===== src/rtl/iter_round_ctrl_pkg.sv =====
// Shared constants and types for the iterative round controller.
package iter_round_ctrl_pkg;

  // Default widths of the round counter and the engine watchdog.
  localparam int CNT_W_DEF = 4;
  localparam int TO_W_DEF  = 6;

  // One-hot bit position of each controller state.
  localparam int ST_IDLE    = 0;
  localparam int ST_FETCH   = 1;
  localparam int ST_LOAD    = 2;
  localparam int ST_PREP    = 3;
  localparam int ST_KICK    = 4;
  localparam int ST_WAIT    = 5;
  localparam int ST_UPDATE  = 6;
  localparam int ST_NEXT    = 7;
  localparam int ST_DONE    = 8;
  localparam int NUM_STATES = 9;

  // Source select for the A/B/C/D working registers.
  localparam logic UPD_SEL_INIT  = 1'b0;
  localparam logic UPD_SEL_ROUND = 1'b1;

  typedef enum logic [NUM_STATES-1:0] {
    S_IDLE   = NUM_STATES'(1) << ST_IDLE,
    S_FETCH  = NUM_STATES'(1) << ST_FETCH,
    S_LOAD   = NUM_STATES'(1) << ST_LOAD,
    S_PREP   = NUM_STATES'(1) << ST_PREP,
    S_KICK   = NUM_STATES'(1) << ST_KICK,
    S_WAIT   = NUM_STATES'(1) << ST_WAIT,
    S_UPDATE = NUM_STATES'(1) << ST_UPDATE,
    S_NEXT   = NUM_STATES'(1) << ST_NEXT,
    S_DONE   = NUM_STATES'(1) << ST_DONE
  } state_t;

  // Moore outputs driven by the controller, registered as one bundle.
  typedef struct packed {
    logic mem_en;
    logic regs_en;
    logic f_en;
    logic sel;
    logic upd_sel;
    logic rnd_start;
    logic cnt_en;
    logic busy;
    logic done;
  } ctrl_out_t;

  // Output decode for a given state; everything not listed stays low.
  function automatic ctrl_out_t decode_state(input state_t s);
    ctrl_out_t o;
    o      = '0;
    o.busy = (s != S_IDLE);
    case (s)
      S_FETCH: o.mem_en = 1'b1;
      S_LOAD: begin
        o.regs_en = 1'b1;
        o.upd_sel = UPD_SEL_INIT;
      end
      S_PREP: begin
        o.sel  = 1'b1;
        o.f_en = 1'b1;
      end
      S_KICK: o.rnd_start = 1'b1;
      S_UPDATE: begin
        o.regs_en = 1'b1;
        o.mem_en  = 1'b1;
        o.f_en    = 1'b1;
        o.sel     = 1'b0;
        o.upd_sel = UPD_SEL_ROUND;
      end
      S_NEXT: o.cnt_en = 1'b1;
      S_DONE: o.done = 1'b1;
      default: ;
    endcase
    return o;
  endfunction

endpackage


===== src/rtl/iter_round_ctrl_round_counter.sv =====
// Round index counter with clear, advance and a last-round compare.
module round_counter
  import iter_round_ctrl_pkg::*;
#(
  parameter int CNT_W = CNT_W_DEF
) (
  input  logic             clk,
  input  logic             rst,
  input  logic             clr,
  input  logic             en,
  input  logic [CNT_W-1:0] bound,
  output logic [CNT_W-1:0] idx,
  output logic             last
);

  localparam logic [CNT_W-1:0] CNT_ONE = CNT_W'(1);

  logic [CNT_W-1:0] idx_q, idx_d;

  // Clear wins over advance; the controller never advances past the bound.
  always_comb begin
    idx_d = idx_q;
    if (clr) begin
      idx_d = '0;
    end else if (en) begin
      idx_d = idx_q + CNT_ONE;
    end
  end

  // Index register.
  always_ff @(posedge clk) begin
    if (rst) begin
      idx_q <= '0;
    end else begin
      idx_q <= idx_d;
    end
  end

  assign idx  = idx_q;
  assign last = (idx_q == (bound - CNT_ONE));

endmodule


===== src/rtl/iter_round_ctrl.sv =====
// One-hot sequencer: fetch, load, then N rounds through an external engine.
module iter_round_ctrl
  import iter_round_ctrl_pkg::*;
#(
  parameter int CNT_W = CNT_W_DEF,
  parameter int TO_W  = TO_W_DEF
) (
  input  logic             clk,
  input  logic             rst,
  input  logic             start,
  input  logic [CNT_W-1:0] rounds,
  input  logic             abort,
  input  logic             rnd_done,
  output logic             mem_en,
  output logic             regs_en,
  output logic             f_en,
  output logic             sel,
  output logic             upd_sel,
  output logic             rnd_start,
  output logic             cnt_en,
  output logic [CNT_W-1:0] round_idx,
  output logic             busy,
  output logic             done,
  output logic             err
);

  localparam logic [TO_W-1:0] WD_ONE = TO_W'(1);
  // One below all-ones: the cycle whose increment makes the watchdog all-ones.
  localparam logic [TO_W-1:0] WD_LAST = {{(TO_W-1){1'b1}}, 1'b0};

  state_t           state_q, state_d;
  ctrl_out_t        out_q, out_d;
  logic [CNT_W-1:0] rounds_q, rounds_d;
  logic [TO_W-1:0]  wd_q, wd_d;
  logic             err_q, err_d;
  logic             cnt_clr, cnt_adv, cnt_last;

  round_counter #(.CNT_W(CNT_W)) u_round_counter (
    .clk   (clk),
    .rst   (rst),
    .clr   (cnt_clr),
    .en    (cnt_adv),
    .bound (rounds_q),
    .idx   (round_idx),
    .last  (cnt_last)
  );

  // Next-state, watchdog and error logic; abort overrides every transition.
  always_comb begin
    state_d  = state_q;
    rounds_d = rounds_q;
    wd_d     = wd_q;
    err_d    = err_q;
    cnt_clr  = 1'b0;
    cnt_adv  = 1'b0;
    case (state_q)
      S_IDLE: begin
        if (start && !abort) begin
          rounds_d = rounds;
          err_d    = 1'b0;
          cnt_clr  = 1'b1;
          state_d  = S_FETCH;
        end
      end
      S_FETCH: state_d = S_LOAD;
      S_LOAD:  state_d = (rounds_q == '0) ? S_DONE : S_PREP;
      S_PREP:  state_d = S_KICK;
      S_KICK: begin
        wd_d    = '0;
        state_d = S_WAIT;
      end
      S_WAIT: begin
        wd_d = wd_q + WD_ONE;
        if (rnd_done) begin
          state_d = S_UPDATE;
        end else if (wd_q == WD_LAST) begin
          err_d   = 1'b1;
          state_d = S_DONE;
        end
      end
      S_UPDATE: state_d = S_NEXT;
      S_NEXT: begin
        if (cnt_last) begin
          state_d = S_DONE;
        end else begin
          cnt_adv = 1'b1;
          state_d = S_PREP;
        end
      end
      S_DONE:  state_d = S_IDLE;
      default: state_d = S_IDLE;
    endcase
    if (abort && (state_q != S_IDLE)) begin
      state_d = S_IDLE;
      err_d   = err_q;
      cnt_clr = 1'b1;
      cnt_adv = 1'b0;
    end
    out_d = decode_state(state_d);
  end

  // Controller registers; outputs are registered from the next state.
  always_ff @(posedge clk) begin
    if (rst) begin
      state_q  <= S_IDLE;
      out_q    <= '0;
      rounds_q <= '0;
      wd_q     <= '0;
      err_q    <= 1'b0;
    end else begin
      state_q  <= state_d;
      out_q    <= out_d;
      rounds_q <= rounds_d;
      wd_q     <= wd_d;
      err_q    <= err_d;
    end
  end

  assign mem_en    = out_q.mem_en;
  assign regs_en   = out_q.regs_en;
  assign f_en      = out_q.f_en;
  assign sel       = out_q.sel;
  assign upd_sel   = out_q.upd_sel;
  assign rnd_start = out_q.rnd_start;
  assign cnt_en    = out_q.cnt_en;
  assign busy      = out_q.busy;
  assign done      = out_q.done;
  assign err       = err_q;

endmodule

===== config.mk =====
export PLATFORM = sky130hd
export DESIGN_NAME = iter_round_ctrl
export DESIGN_NICKNAME = d
export VERILOG_FILES = /design/src/rtl/iter_round_ctrl_pkg.sv /design/src/rtl/iter_round_ctrl_round_counter.sv /design/src/rtl/iter_round_ctrl.sv
export SDC_FILE = /design/constraint.sdc
export NUM_CORES = 1
export LEC_CHECK = 0
export ABC_CLOCK_PERIOD_IN_PS = 3000
export BUFFER_PORTS_ARGS = -buffer_cell sky130_fd_sc_hd__buf_4
export CORE_MARGIN = 1
export CORE_UTILIZATION = 55
export DETAILED_ROUTE_END_ITERATION = 16
export PLACE_DENSITY = 0.78
export REMOVE_ABC_BUFFERS = 1
export SLEW_MARGIN = 20
export SYNTH_ARGS = -nofsm -noshare
export SYNTH_HDL_FRONTEND = slang
export SYNTH_SLANG_ARGS = --single-unit

===== constraint.sdc =====
create_clock -name clk -period 3 [get_ports clk]
set_clock_uncertainty 0.1 [all_clocks]
set_input_delay 0.45 -clock clk [delete_from_list [all_inputs] [get_ports clk]]
set_output_delay 0.45 -clock clk [all_outputs]
set_load 0.02 [all_outputs]

==> impl_metrics.json <==
{
  "yosys.area_share.simple_pct": 27.2,
  "endpoint": "state_q[0]",
  "max-cap-violations": 0,
  "htreeDepth": 2,
  "portBuffers": 22,
  "fp.dieArea_mm2": 0.00307,
  "dr.pass1.iters": 4,
  "antenna_found_initial": 0,
  "wl_per_cell_um": 15.0,
  "rows": 19,
  "hold_class": "in2reg",
  "synthTopCellsByArea": "dfxtp_1 (42%), nor2_1 (5.7%), a21oi_1 (3.5%), ha_1 (3.2%), mux2i_1 (3.2%)",
  "synth.top_cell.area_share_pct": 42.1,
  "dieHeight_um": 55.4,
  "postLayoutCoreUtil_pct": 65.7,
  "synthFlopType": "dfxtp_1",
  "gp_congestion": 0.852,
  "dp_hpwl_um": 2500,
  "cts_root_buf": "clkbuf_4",
  "cts.sinks": 33,
  "grt_pass1_vias": 1338,
  "io_pins": 23,
  "ys_seq_area_share_pct": 42.1,
  "drive_gt1_share_pct": 17.4,
  "grtUsageTotal_pct": 24.3,
  "nNetsFinal": 213,
  "setup_viol": 0,
  "timing.final.ws_setup_ns": 0.442,
  "final_cells": 232,
  "drt_iter0_drc": 53,
  "cts-resized-gates": 0,
  "fin_setup_tns_ns": 0,
  "post_cts_buffers": 0,
  "path_class": "reg2reg",
  "synth_warnings": 0,
  "post-route-min-period_ns": 2.56,
  "synthXorXnorAreaFrac_pct": 6.45,
  "muxShareOfSynthArea_pct": 3.19,
  "area_growth_pct": 14.4,
  "worst-path-max-fanout": 14,
  "startpoint_type": "flip-flop",
  "grt_max_degree": 21,
  "startpoint": "state_q[1]",
  "postCtsHoldBufs": 0,
  "overflow": 0,
  "clk_pin_slew_ns": 0.10,
  "yosysUniqueCellTypes": 45,
  "rsz0062_at_grt": "false",
  "synth_top_family_by_area": "simple AND/OR/NAND/NOR gates",
  "synth_compound_area_share_pct": 13.5,
  "avgSynthCellArea_um2": 8.77,
  "diodes": 0,
  "fmax_mhz": 391,
  "drv_slew": 0,
  "final_hold_viol_count": 0,
  "cp.required_ns": 3.12,
  "fillers": 242,
  "worst_slew_pin_slew_ns": 0.649,
  "clkLatencyLatePin_ns": 0.34,
  "synthAdderAreaFrac_pct": 3.82,
  "max-slew-margin-rel_pct": 56.7,
  "core-area_mm2": 0.00273,
  "reg2reg_slack_ns": 0.44,
  "clockBufferDepth": 2,
  "fin_crit_sh_pct": 85.3,
  "cts_made_buffers": 5,
  "ant_nets": 0,
  "final_common_cell": "dfxtp_1",
  "rr_startpoint": "state_q[1]",
  "mostFrequentLayoutCells": "dfxtp_1 (33), nor2_1 (24), buf_4 (23)",
  "dp_cells": 224,
  "rr_endpoint": "state_q[0]",
  "drc": 0,
  "via_count": 1363,
  "syn_area_mm2": 0.00157,
  "powerDensity_mw_per_mm2": 425,
  "synth_enable_flop_cells": 0,
  "grt_pass1_wl_um": 5840,
  "ir_worst_vdd_v": 0.000363,
  "p_leak_nw": 0.717,
  "routed_via_density": 5.88,
  "reg2reg_depth": 4,
  "synth-async-reset-ratio_pct": 0,
  "wirelength_um": 3480,
  "synthCells": 179,
  "yosysTopAreaCell": "dfxtp_1",
  "preCtsSetupSlack_ns": 0.491,
  "start_util_pct": 57.4,
  "end_kind": "flip-flop",
  "critPathArrivalTime_ns": 2.68,
  "fp.dieW_um": 55.4,
  "synth_seq_cells": 33,
  "status": "finished clean",
  "cts_tree": "done"
}
[flip-flops by register name, summed over array words and instances, names as in the netlist, 4 cells and up]
register             count
rounds_q                 4
state_q                  9
u_round_counter.idx      4
wd_q                     6
[worst min path at each step]
stage,startpoint,to,depth (start not counted)
5_1_grt,abort,state_q[2],2
4_1_cts,abort,state_q[2],2
6_report,abort,state_q[2],2
3_3_place_gp,wd_q[5],wd_q[5],2
3_5_place_dp,err,err,2
2_1_floorplan,wd_q[5],wd_q[5],2
[cell usage after synthesis (2+ instances only)]
| library cell | number |
|---|---|
| a31oi_1 | 3 |
| or4_1 | 3 |
| nand3_1 | 6 |
| nor3b_1 | 5 |
| o21bai_1 | 2 |
| a21o_1 | 2 |
| buf_2 | 2 |
| nand4b_1 | 3 |
| a21oi_1 | 11 |
| clkbuf_1 | 7 |
| xor2_1 | 5 |
| nand2b_1 | 3 |
| a211oi_1 | 2 |
| dfxtp_1 | 33 |
| inv_1 | 6 |
| nor3_1 | 7 |
| o211ai_1 | 2 |
| nor2_1 | 24 |
| o21ai_0 | 6 |
| nor2b_1 | 2 |
| nor4_1 | 4 |
| mux2i_1 | 5 |
| ha_1 | 4 |
| xnor2_1 | 4 |
| nand2_1 | 8 |
[stage by stage]
step | instance area, µm² | total power [mW] | hold slack, ns
final | 1800 | 0.764 | 0.228
after global routing | 1800 | 0.788 | 0.229
after CTS | 1800 | 0.765 | 0.217
after detailed placement | 1750 | 0.530 | 0.406
after global placement | 1750 | 0.526 | 0.399
after floorplan | 1530 | 0.503 | 0.365
[worst max-delay path, cell delays in order (launching register included)]
cell and delay [ns]:
dfxtp_1 0.36, or4_4 0.58, or4_1 0.65, o32a_1 0.26, or4_1 0.48
[report_power, final]
| group | switching [mW] | total [mW] | leakage [nW] | internal, mW |
|---|---|---|---|---|
| Combinational | 0.0389 | 0.0698 | 0.419 | 0.0309 |
| Sequential | 0.00654 | 0.451 | 0.267 | 0.444 |
| Clock | 0.154 | 0.243 | 0.0320 | 0.0892 |
| Total | 0.199 | 0.764 | 0.717 | 0.564 |
[routing by layer]
metal  global-route usage [%]  vias to the layer above  wire length (µm)  share of wire [%]
met5                        0                        -                 0                  0
met4                     12.9                        0                74                2.1
met3                     5.15                        9               135                3.9
met2                     43.4                       44              1790                 52
met1                     26.8                      630              1480                 42
li1                         -                      680                 -                  -
[cells by family after synthesis]
| family | count (synthesis) |
|---|---|
| xor gates and xnor gates | 10 |
| and+or+nand+nor | 77 |
| adders and majority gates | 5 |
| buffers and inverters | 15 |
| AOI/OAI and AO/OA | 34 |
| muxes | 5 |
| DFF | 33 |
[layout make-up]
class,instances,area [µm²],share of cell area [%]
multi-input cells,131,851,47.4
flip-flops and latches,33,661,36.8
repair buffers,23,173,9.61
clock buffers,6,41.3,2.30
well taps,31,38.8,2.16
inverters,6,22.5,1.25
clock inverters,2,10.0,0.557
(Power assumes the default switching activity.)
